<file path="src/rtl/cache_pkg.sv">
// Shared constants and state encoding for the cache miss fill engine.
package cache_pkg;

   localparam int unsigned ADDR_WIDTH     = 16;
   localparam int unsigned BLOCK_WORDS    = 8;
   localparam int unsigned WORD_IDX_W     = 3;
   localparam int unsigned BLOCK_OFFSET_W = WORD_IDX_W + 1;
   // Fill counters need one extra bit so they can hold BLOCK_WORDS itself.
   localparam int unsigned CNT_W          = WORD_IDX_W + 1;

   typedef enum logic {
      StIdle = 1'b0,
      StFill = 1'b1
   } fill_state_e;

endpackage

</file>
<file path="src/rtl/fill_counter.sv">
// Up-counter with synchronous clear, enable and saturation at a fixed maximum.
module fill_counter
   import cache_pkg::*;
#(
   parameter int unsigned Width  = CNT_W,
   parameter int unsigned MaxVal = BLOCK_WORDS
) (
   input  logic             clk,
   input  logic             rst_n,
   input  logic             clr,
   input  logic             en,
   output logic [Width-2:0] idx,
   output logic             at_max
);

   logic [Width-1:0] count_q;

   assign at_max = (count_q == Width'(MaxVal));
   assign idx    = count_q[Width-2:0];

   // Count enabled events; hold once the maximum is reached.
   always_ff @(posedge clk or negedge rst_n) begin
      if (!rst_n) begin
         count_q <= '0;
      end else if (clr) begin
         count_q <= '0;
      end else if (en && !at_max) begin
         count_q <= count_q + Width'(1);
      end
   end

endmodule

</file>
<file path="src/rtl/cache_fill_fsm.sv">
// Cache miss fill engine: issues one block of pipelined word reads and streams the
// returned words into the data array, finishing with a single tag write.
module cache_fill_fsm
   import cache_pkg::*;
(
   input  logic                  clk,
   input  logic                  rst_n,
   input  logic                  miss_detected,
   input  logic [ADDR_WIDTH-1:0] miss_address,
   output logic                  fsm_busy,
   output logic                  memory_en,
   output logic [ADDR_WIDTH-1:0] memory_address,
   input  logic                  memory_data_valid,
   input  logic [15:0]           memory_data,
   output logic                  write_data_array,
   output logic [WORD_IDX_W-1:0] cache_word_sel,
   output logic [15:0]           cache_data,
   output logic                  write_tag_array
);

   fill_state_e           state_q, state_d;
   logic [ADDR_WIDTH-1:0] blk_base_q;

   logic                  in_fill, accept;
   logic                  issue_en, issue_done;
   logic                  ret_en, ret_last, fill_done;
   logic [WORD_IDX_W-1:0] issue_idx, ret_idx;

   assign in_fill   = (state_q == StFill);
   assign accept    = (state_q == StIdle) && miss_detected;
   assign issue_en  = in_fill && !issue_done;
   assign ret_en    = in_fill && memory_data_valid;
   assign fill_done = ret_en && ret_last;

   fill_counter #(
      .Width  (CNT_W),
      .MaxVal (BLOCK_WORDS)
   ) u_issue_cnt (
      .clk    (clk),
      .rst_n  (rst_n),
      .clr    (accept),
      .en     (issue_en),
      .idx    (issue_idx),
      .at_max (issue_done)
   );

   // Return counter parks on the last word index; the fill ends on that word anyway.
   fill_counter #(
      .Width  (CNT_W),
      .MaxVal (BLOCK_WORDS - 1)
   ) u_ret_cnt (
      .clk    (clk),
      .rst_n  (rst_n),
      .clr    (accept),
      .en     (ret_en),
      .idx    (ret_idx),
      .at_max (ret_last)
   );

   // Latch the block-aligned base address when a miss is accepted.
   always_ff @(posedge clk or negedge rst_n) begin
      if (!rst_n) begin
         blk_base_q <= '0;
      end else if (accept) begin
         blk_base_q <= {miss_address[ADDR_WIDTH-1:BLOCK_OFFSET_W], {BLOCK_OFFSET_W{1'b0}}};
      end
   end

   // State register.
   always_ff @(posedge clk or negedge rst_n) begin
      if (!rst_n) begin
         state_q <= StIdle;
      end else begin
         state_q <= state_d;
      end
   end

   // Next-state: a miss starts a fill; the last returned word ends it.
   always_comb begin
      state_d = state_q;
      unique case (state_q)
         StIdle: if (miss_detected) state_d = StFill;
         StFill: if (fill_done)     state_d = StIdle;
         default:                   state_d = StIdle;
      endcase
   end

   // Outputs decoded from state and counters; everything is quiet outside a fill.
   always_comb begin
      fsm_busy         = 1'b0;
      memory_en        = 1'b0;
      memory_address   = '0;
      write_data_array = 1'b0;
      cache_word_sel   = '0;
      cache_data       = '0;
      write_tag_array  = 1'b0;
      if (in_fill) begin
         fsm_busy         = 1'b1;
         memory_en        = issue_en;
         memory_address   = blk_base_q |
                            {{(ADDR_WIDTH - BLOCK_OFFSET_W){1'b0}}, issue_idx, 1'b0};
         write_data_array = memory_data_valid;
         cache_word_sel   = ret_idx;
         cache_data       = memory_data;
         write_tag_array  = fill_done;
      end
   end

endmodule
</file>
<file path="config.mk">
export PLATFORM = sky130hd
export DESIGN_NAME = cache_fill_fsm
export DESIGN_NICKNAME = d
export VERILOG_FILES = /design/src/rtl/cache_pkg.sv /design/src/rtl/fill_counter.sv /design/src/rtl/cache_fill_fsm.sv
export SDC_FILE = /design/constraint.sdc
export NUM_CORES = 1
export LEC_CHECK = 0
export CAP_MARGIN = 15
export CORE_MARGIN = 3
export CORE_UTILIZATION = 34
export CTS_BUF_LIST = sky130_fd_sc_hd__clkbuf_8
export DETAILED_ROUTE_END_ITERATION = 8
export GPL_TIMING_DRIVEN = 0
export PLACE_DENSITY_LB_ADDON = 0.3
export RECOVER_POWER = 50
export SYNTH_ARGS = -nofsm -noshare
export SYNTH_HDL_FRONTEND = slang
export SYNTH_SLANG_ARGS = --single-unit
</file>
<file path="constraint.sdc">
create_clock -name clk -period 1.5 [get_ports clk]
set_clock_uncertainty 0.15 [all_clocks]
set_input_delay 0.3 -clock clk [delete_from_list [all_inputs] [get_ports clk]]
set_output_delay 0.3 -clock clk [all_outputs]
set_load 0.01 [all_outputs]
</file>
==> impl_metrics.yaml <==
final_layout:
  final_cells: 283
  antenna_cells: 0
  fin_nets: 279
  syn2layout_area_growth_pct: 102
  final_cell_mix: "nand2_1, buf_6, clkdlybuf4s50_1, and2_4, dfrtp_1"
  mostFrequentLayoutCell: "nand2_1"
  drive_gt1_frac: 0.506
  final_area_sq_mm: 0.00237
  post-route-util: 0.747
worst_setup_path:
  cp_slowest_cell: "dfrtp_1"
  r2r_slack_ps: -140
  r2r-start: "u_ret_cnt.count_q[1]"
  cp_data_arrival_time_ps: 1250
  required_ps: 1050
  rr_worst_depth: 5
  critPathMaxStageDelay_ps: 410
  crit_fanout: 2
  path_class: "flip-flop to output port"
  crit_path_end_kind: "output port"
  start_kind: "flip-flop"
  crit_chain: "inv_2, ha_4, nand2_4, o21ai_4, inv_1, buf_2"
  r2r_end: "u_ret_cnt.count_q[0]"
synth:
  ys.flop_type: "dfrtp_1"
  synth.distinct_cells: 25
  syn_avg_cell_area_sq_um: 8.28
  synth_seq_area_share: 0.447
  synth_edf_count: 0
  yosys.area.top_type_share: 0.447
  syn_nets: 181
  synth_seq_cells: 21
  postSynthCellCount: 142
  syn-cell-area_sq_mm: 0.00118
  yosysTopAreaCell: "dfrtp_1"
  ys_warn_count: 0
  synth.area.top_cells: "dfrtp_1, and2_1, nand2_1"
  async_flop_share: 1.00
sta:
  tightest_slew_ps: 902
  relSlewSlack: 0.397
  drv_slew: 0
  period_minus_slack_ps: 1700
  max_freq_mhz: 587
  hold_violations: 0
  setup_viol: 49
  finalCritPeriodShare: 1.13
  fin_ws_ps: -202
  rsz0062_at_grt: "true"
power:
  peakVddDrop_uv: 1090
  p_total_w: 0.00425
  leakage_nw: 1.18
  p_per_area_mw_per_mm2: 1790
die:
  initial_utilization: 0.370
  fp.dieH_um: 64.8
  ioPinCount: 75
  die_area_sq_mm: 0.00420
  rows: 20
  die_width_um: 64.8
  core-area_sq_mm: 0.00318
cts:
  cts_buffers: 3
  htreeDepth: 1
  clock_sinks: 21
  cts_tree: "done"
  cts.clk_slew.worst_paths_ps: 70
  hold_buffers: 0
  clkLatencyLatePin_ps: 260
  clockBufferDepth: 2
  cts.root.buffer_cell: "clkbuf_8"
run:
  cap_violations: 0
outcome:
  outcome: "finished, violations left"
  failed_checks: "negative setup slack"
global_routing:
  grt_use_total: 0.201
  grt_max_degree: 22
  grt_pass1_vias: 1380
  antenna_found_initial: 0
  grt_pass1_wl_um: 6560
  globalRouteOverflowTotal: 0
drt:
  ant_nets: 0
  drt_iter0_markers: 22
  drt_first_pass_iters: 4
  drc: 0
  wl_per_cell_um: 14.9
  wl_um: 4220
  via_count: 1326
  avgViaCountPerCell: 4.69
min_path:
  min_to: "blk_base_q[11]"
  hold_start: "blk_base_q[11]"
  min_path_cells: 2
  hold_path_class: "flip-flop to flip-flop"
placement:
  placed_cells: 255
  place_congestion: 0.711
  place_area_sq_mm: 0.00192
  dp_hpwl_um: 2590
  portBuffers: 69
==> kinds of logic after synthesis <==
| logic type | count (synthesis) | share of synthesized area |
|---|---|---|
| simple gates | 92 | 0.393 |
| flops | 21 | 0.447 |
| buf+inv | 12 | 0.0457 |
| compound gates | 8 | 0.0372 |
| mux | 4 | 0.0351 |
| fa+ha+maj | 3 | 0.0319 |
| other cells | 1 | 0.00319 |
| xor+xnor | 1 | 0.00745 |
==> critical path: cells and delay by family (launching register included) <==
kind                       cells  cell delay (ps)
and+or+nand+nor                1               60
AOI/OAI and AO/OA              1              130
DFF                            1              410
buffers and inverters          3              260
adders and majority gates      1              140
==> flip-flops by register name, summed over array words and instances (netlist names) <==
name                 cells
blk_base_q              12
in_fill                  1
u_issue_cnt.count_q      4
u_ret_cnt.count_q        4
==> worst max path at each step <==
stage,start,end
2_1_floorplan,u_issue_cnt.count_q[0],u_issue_cnt.count_q[1]
3_3_place_gp,in_fill,memory_address[7]
3_5_place_dp,in_fill,cache_data[1]
4_1_cts,u_issue_cnt.count_q[1],memory_en
5_1_grt,u_issue_cnt.count_q[0],memory_en
6_report,u_issue_cnt.count_q[0],memory_en
==> layout make-up <==
cell class                 count  area (sq um)
timing repair buffer          93           893
fill                         232           805
multi-input combinational    109           744
sequential                    21           526
buffer                         8          91.3
tap                           44          55.1
clock buffer                   3          41.3
inverter                       4          17.5
clock inverter                 1          5.00
==> power by group <==
| group | internal, W | leakage [nW] | switching [W] | total, W |
|---|---|---|---|---|
| Combinational | 0.00170 | 0.901 | 0.00113 | 0.00284 |
| Clock | 0.000185 | 0.0255 | 0.000184 | 0.000369 |
| Sequential | 0.000833 | 0.255 | 0.000214 | 0.00105 |
==> per-stage QoR <==
stage | setup slack (ps) | hold slack [ps] | setup TNS (ps)
2_1_floorplan | 19.9 | -146 | 0
3_3_place_gp | -663 | 302 | -25310
3_5_place_dp | -660 | 305 | -26560
4_1_cts | -222 | 333 | -6730
5_1_grt | -278 | 350 | -8590
6_report | -202 | 328 | -6120
==> cell usage after synthesis, types with 2 or more instances <==
master,n
nand2_1,41
and2_1,34
dfrtp_1,21
inv_1,4
nand3_1,4
nor2_1,4
o21ai_0,4
a21oi_1,3
buf_2,3
clkbuf_1,3
ha_1,3
mux2i_1,3
nor2b_1,2
nor3_1,2
==> what timing repair did <==
action	CTS	global route
cloned	4	0
pin swaps	7	6
resized for setup	224	43
setup endpoints to repair	41	54
buffers inserted	17	6
==> per-layer routing <==
layer,GRT usage,wire (um)
met2,0.377,2280
met3,0.0572,289
met1,0.217,1600
met4,0.0580,52
met5,0,0
Note: power is estimated with default switching activity, not from simulation.
